[src/rtl/modport_lane_pkg.sv]
// modport_lane_pkg
//   Shared constants and elaboration-time helpers for the modport lane bridge.
//   Contents:
//     LANES_DEFAULT  - default lane count (counter width / interface array size)
//     lane_identity  - constant identity function used to compute the index
//                      of the last lane outside the generate loop
package modport_lane_pkg;

    localparam int LANES_DEFAULT = 4;

    // Returns its argument unchanged. Its only use is in a localparam, so it
    // is evaluated during elaboration. The result therefore stays a constant
    // index into the interface array and does not become a runtime mux.
    function automatic integer lane_identity(input integer idx);
        return idx;
    endfunction

endpackage

[src/rtl/lane_if.sv]
// lane_if
//   Single-bit lane carrying one signal, a.
//   Modports:
//     source - a is an output (the lane's single driver)
//     sink   - a is an input  (read-back side)
interface lane_if;

    logic a;

    modport source (output a);
    modport sink   (input  a);

endinterface

[src/rtl/modport_lane_link.sv]
// modport_lane_link
//   Drives one lane through its source modport and returns the value seen on
//   the sink modport of the same lane.
//   Ports:
//     bit_i - value to drive onto the lane
//     src   - lane_if.source view (drives a)
//     snk   - lane_if.sink view (reads a)
//     bit_o - value read back from the sink side
module modport_lane_link (
    input  logic   bit_i,
    lane_if.source src,
    lane_if.sink   snk,
    output logic   bit_o
);

    assign src.a = bit_i;
    assign bit_o = snk.a;

endmodule

[src/rtl/modport_lane_bridge.sv]
// modport_lane_bridge
//   N-lane loopback bridge. A free-running stimulus counter is carried to the
//   outputs over two paths: a plain wire (ack_out) and an array of single-bit
//   lane interfaces (a_out). The block compares the paths every clock, keeps
//   a sticky mismatch flag and flags counter saturation.
//   Ports:
//     clk      - rising-edge clock
//     rst      - synchronous, active-high reset
//     step_en  - advance the counter by one on this edge
//     count    - registered stimulus value
//     ack_out  - direct-path copy of count
//     a_out    - interface-path copy of count
//     mismatch - sticky: the two paths differed at a sampled edge
//     done     - high while count is all ones
module modport_lane_bridge
    import modport_lane_pkg::*;
#(
    parameter int N = LANES_DEFAULT
) (
    input  logic         clk,
    input  logic         rst,
    input  logic         step_en,
    output logic [N-1:0] count,
    output logic [N-1:0] ack_out,
    output logic [N-1:0] a_out,
    output logic         mismatch,
    output logic         done
);

    typedef logic [N-1:0] lane_vec_t;

    // The last lane sits outside the loop. Its index comes from the package
    // identity function and is fixed at elaboration.
    localparam int LAST = lane_identity(N - 1);

    lane_vec_t count_q, count_d;
    logic      mismatch_q, mismatch_d;

    lane_if lanes [N] ();

    for (genvar i = 0; i < N - 1; i++) begin : g_lane
        assign ack_out[i] = count_q[i];

        modport_lane_link u_link (
            .bit_i (count_q[i]),
            .src   (lanes[i]),
            .snk   (lanes[i]),
            .bit_o (a_out[i])
        );
    end

    assign ack_out[LAST] = count_q[LAST];

    modport_lane_link u_link_last (
        .bit_i (count_q[LAST]),
        .src   (lanes[LAST]),
        .snk   (lanes[LAST]),
        .bit_o (a_out[LAST])
    );

    always_comb begin
        count_d    = step_en ? count_q + lane_vec_t'(1) : count_q;
        mismatch_d = mismatch_q | (ack_out != a_out);
    end

    always_ff @(posedge clk) begin
        if (rst) begin
            count_q    <= '0;
            mismatch_q <= 1'b0;
        end else begin
            count_q    <= count_d;
            mismatch_q <= mismatch_d;
        end
    end

    assign count    = count_q;
    assign mismatch = mismatch_q;
    assign done     = &count_q;

endmodule

[config.mk]
export PLATFORM = sky130hd
export DESIGN_NAME = modport_lane_bridge
export DESIGN_NICKNAME = d
export VERILOG_FILES = /design/src/rtl/modport_lane_pkg.sv /design/src/rtl/lane_if.sv /design/src/rtl/modport_lane_link.sv /design/src/rtl/modport_lane_bridge.sv
export SDC_FILE = /design/constraint.sdc
export NUM_CORES = 1
export LEC_CHECK = 0
export ABC_AREA = 0
export BUFFER_PORTS_ARGS = -buffer_cell sky130_fd_sc_hd__buf_2
export CAP_MARGIN = 20
export CORE_AREA = 2 2 39 41
export DETAILED_ROUTE_END_ITERATION = 12
export DIE_AREA = 0 0 41 43
export PLACE_DENSITY_LB_ADDON = 0.3
export RECOVER_POWER = 25
export SYNTH_ARGS = -nofsm -noshare
export SYNTH_HDL_FRONTEND = slang
export SYNTH_SLANG_ARGS = --single-unit
[constraint.sdc]
create_clock -name clk -period 1.65 [get_ports clk]
set_clock_uncertainty 0.05 [all_clocks]
set_input_delay 0.495 -clock clk [delete_from_list [all_inputs] [get_ports clk]]
set_output_delay 0.495 -clock clk [all_outputs]
set_load 0.005 [all_outputs]
==> metrics.md <==
| Metric | Value |
|---|---|
| Final setup fails | `0` |
| Dpl hpwl | `388 µm` |
| Synth Instances | `31` |
| Pre-CTS setup slack | `0.188 ns` |
| Final hold vios | `0` |
| Post-CTS sizing | `1` |
| I/O pin cnt | `17` |
| Startpoint class of the critical path | `flop` |
| Post-DRT Antenna Nets | `0` |
| WHS Path Cells | `2` |
| Die area | `0.00176 mm²` |
| H-tree level count | `1` |
| Max-cap viol count | `0` |
| Critical Path RT | `1.10 ns` |
| Vias in the first global route | `177` |
| CTS Buf Count | `3` |
| Final Power | `0.000273 W` |
| Crit path time final | `1.58 ns` |
| Synthesized area per cell | `9.24 µm²` |
| Core Rows | `14` |
| Crit-path max FO | `6` |
| GP Congestion | `0.580` |
| Die height | `43 µm` |
| R2R Path End | `ack_out[3]` |
| Overall routing resource usage | `6.31%` |
| Largest net degree at the start of global routing | `8` |
| P_int | `0.000206 W` |
| Crit path DAT | `1.04 ns` |
| Area leader, netlist | `buf_4` |
| Layout area overhead | `12.7%` |
| R2r startpoint | `ack_out[0]` |
| P per Cell Area | `846 mW/mm²` |
| DRT Wirelength | `494 µm` |
| DP Area | `292 µm²` |
| Core box area | `0.00138 mm²` |
| Leak pwr | `0.183 nW` |
| FMAX | `0.631 GHz` |
| Initial antenna violation count | `0` |
| Share of cells above drive strength 1 | `59.5%` |
| Wire length of the first global-routing pass | `669 µm` |
| CTS Hold Bufs | `0` |
| Status | `finished, final reports clean` |
| Clock Sink Count | `4` |
| Final WS setup | `0.0657 ns` |
| Setup TNS | `0 ns` |
| Per-cell routed wire length | `9.32 µm` |
| WS Path Type | `flop to primary output` |
| Post-synthesis sequential area ratio | `27.9%` |
| Initial Utilization | `20.7%` |
| Min Hold Slack | `0.434 ns` |
| Seq pwr share | `40.4%` |
| Worst-skew pair later-pin latency | `0.24 ns` |
| FILL cells | `158` |
| Initial DRT Pass Iterations | `1` |
| Vias/cell | `3.83` |
| Max IR drop VDD | `358 µV` |
| Clk network pwr share | `44.4%` |
| DR iter-0 viols | `0` |
| Final max-slew violation count | `0` |
| Syn. warnings | `0` |
| Worst Reg-to-Reg Cells | `3` |
| CTS clk-pin slew, worst paths | `0.04 ns` |
| CTS tree | `yes` |
| DR vias | `203` |
| Combinational share of power | `15.2%` |
| CTS root buffer | `clkbuf_4` |
| Nets | `43` |
| Grt ovf | `0` |
| #FFs+latches synth | `4` |
| Port buffer count | `15` |
| P_sw | `0.0000675 W` |
| Die W | `41 µm` |
| Hold endpoint | `ack_out[2]` |
| N_diodes | `0` |
| Net Count, Synth | `35` |
| Library cells used by synthesis | `14` |
| Netlist Area Pre-Place | `287 µm²` |
| Min-delay src | `rst` |
| Max reg flops | `4` |
| Sw frac | `24.7%` |
| Unrepaired setup endpoints after global routing | `false` |
| Drt drc | `0` |
| Flop-to-flop setup slack | `0.43 ns` |
| Share of the synthesized area in the top cell type | `34.1%` |
| Hold Path Class | `input pin to flop` |
| Worst Setup End Kind | `primary output` |
| Post-route cell area | `323 µm²` |
| Post-CTS Setup Bufs | `0` |
| Clock Path Buffers | `2` |
| Synth top area cells | `buf_4 (34%), dfxtp_1 (28%), mux2_4 (5.2%), ha_1 (4.4%), nand4_2 (4.4%)` |
| Final Cycle Share | `96.0%` |
==> layout by cell type, fill, tap and decap left out, types with 3 or more instances in the layout <==
cell      count
dfxtp_1       3
nor2_1        3
buf_2        15
clkbuf_4      3
==> worst max path at each step <==
stage / start / slack, ns / to / cells after the start
after global routing: ack_out[1] / 0.01 / done / 3
after detailed placement: ack_out[1] / 0.19 / done / 3
after floorplan: ack_out[0] / 0.34 / done / 2
after CTS: ack_out[1] / 0.0005 / done / 3
after global placement: ack_out[1] / 0.24 / done / 3
final: ack_out[1] / 0.07 / done / 3
==> layout make-up <==
cell class / count / area, µm² / area share (%)
multi-input cells: 14 / 118 / 36.4
flip-flops and latches: 4 / 83.8 / 26.0
repair buffers: 16 / 78.8 / 24.4
clock buffers: 3 / 22.5 / 6.98
well taps: 16 / 20.0 / 6.20
==> power by group through the flow <==
stage | clock [W] | combinational [W] | sequential [W]
final | 0.000121 | 0.0000415 | 0.000110
after global routing | 0.000138 | 0.0000476 | 0.000112
after CTS | 0.000128 | 0.0000432 | 0.000109
after detailed placement | 0 | 0.0000429 | 0.000110
after global placement | 0 | 0.0000427 | 0.000109
after floorplan | 0 | 0.0000368 | 0.000111
==> stage by stage <==
step	instances	util (%)
final	53	23.3
after global routing	53	23.3
after CTS	53	22.8
after detailed placement	50	21.1
after global placement	50	21.1
after floorplan	31	-
==> Yosys cell counts <==
master,n
nor2_1,3
nand3b_1,1
dfxtp_1,4
nor2b_1,1
ha_1,1
a21oi_1,1
mux2i_1,1
buf_4,13
and3_1,1
xnor2_1,1
nand4_2,1
mux2_4,1
conb_1,1
a21bo_2,1
==> critical path, stage by stage (launching register included) <==
cell and delay, ns:
dfxtp_4 0.36, ha_4 0.16, and3_1 0.17, buf_2 0.12
==> per-layer routing <==
layer  vias up  share of wire (%)  GRT usage [%]
met2         9                 55           10.6
met3         0                7.5           4.71
met5         -                  0              0
li1         99                  -              -
met4         0                  0           4.00
met1        95                 37           4.47
==> kinds of logic (layout without fill, tap and decap cells) <==
family	count (synthesis)	after routing	synth area share, %
DFF	4	4	27.9
and+or+nand+nor	7	7	15.3
adders and majority gates	1	1	4.37
xor gates and xnor gates	1	1	3.06
muxes	2	2	8.73
other	1	1	1.31
AOI/OAI and AO/OA	2	2	5.24
buffers and inverters	13	19	34.1
(Power assumes the default switching activity.)
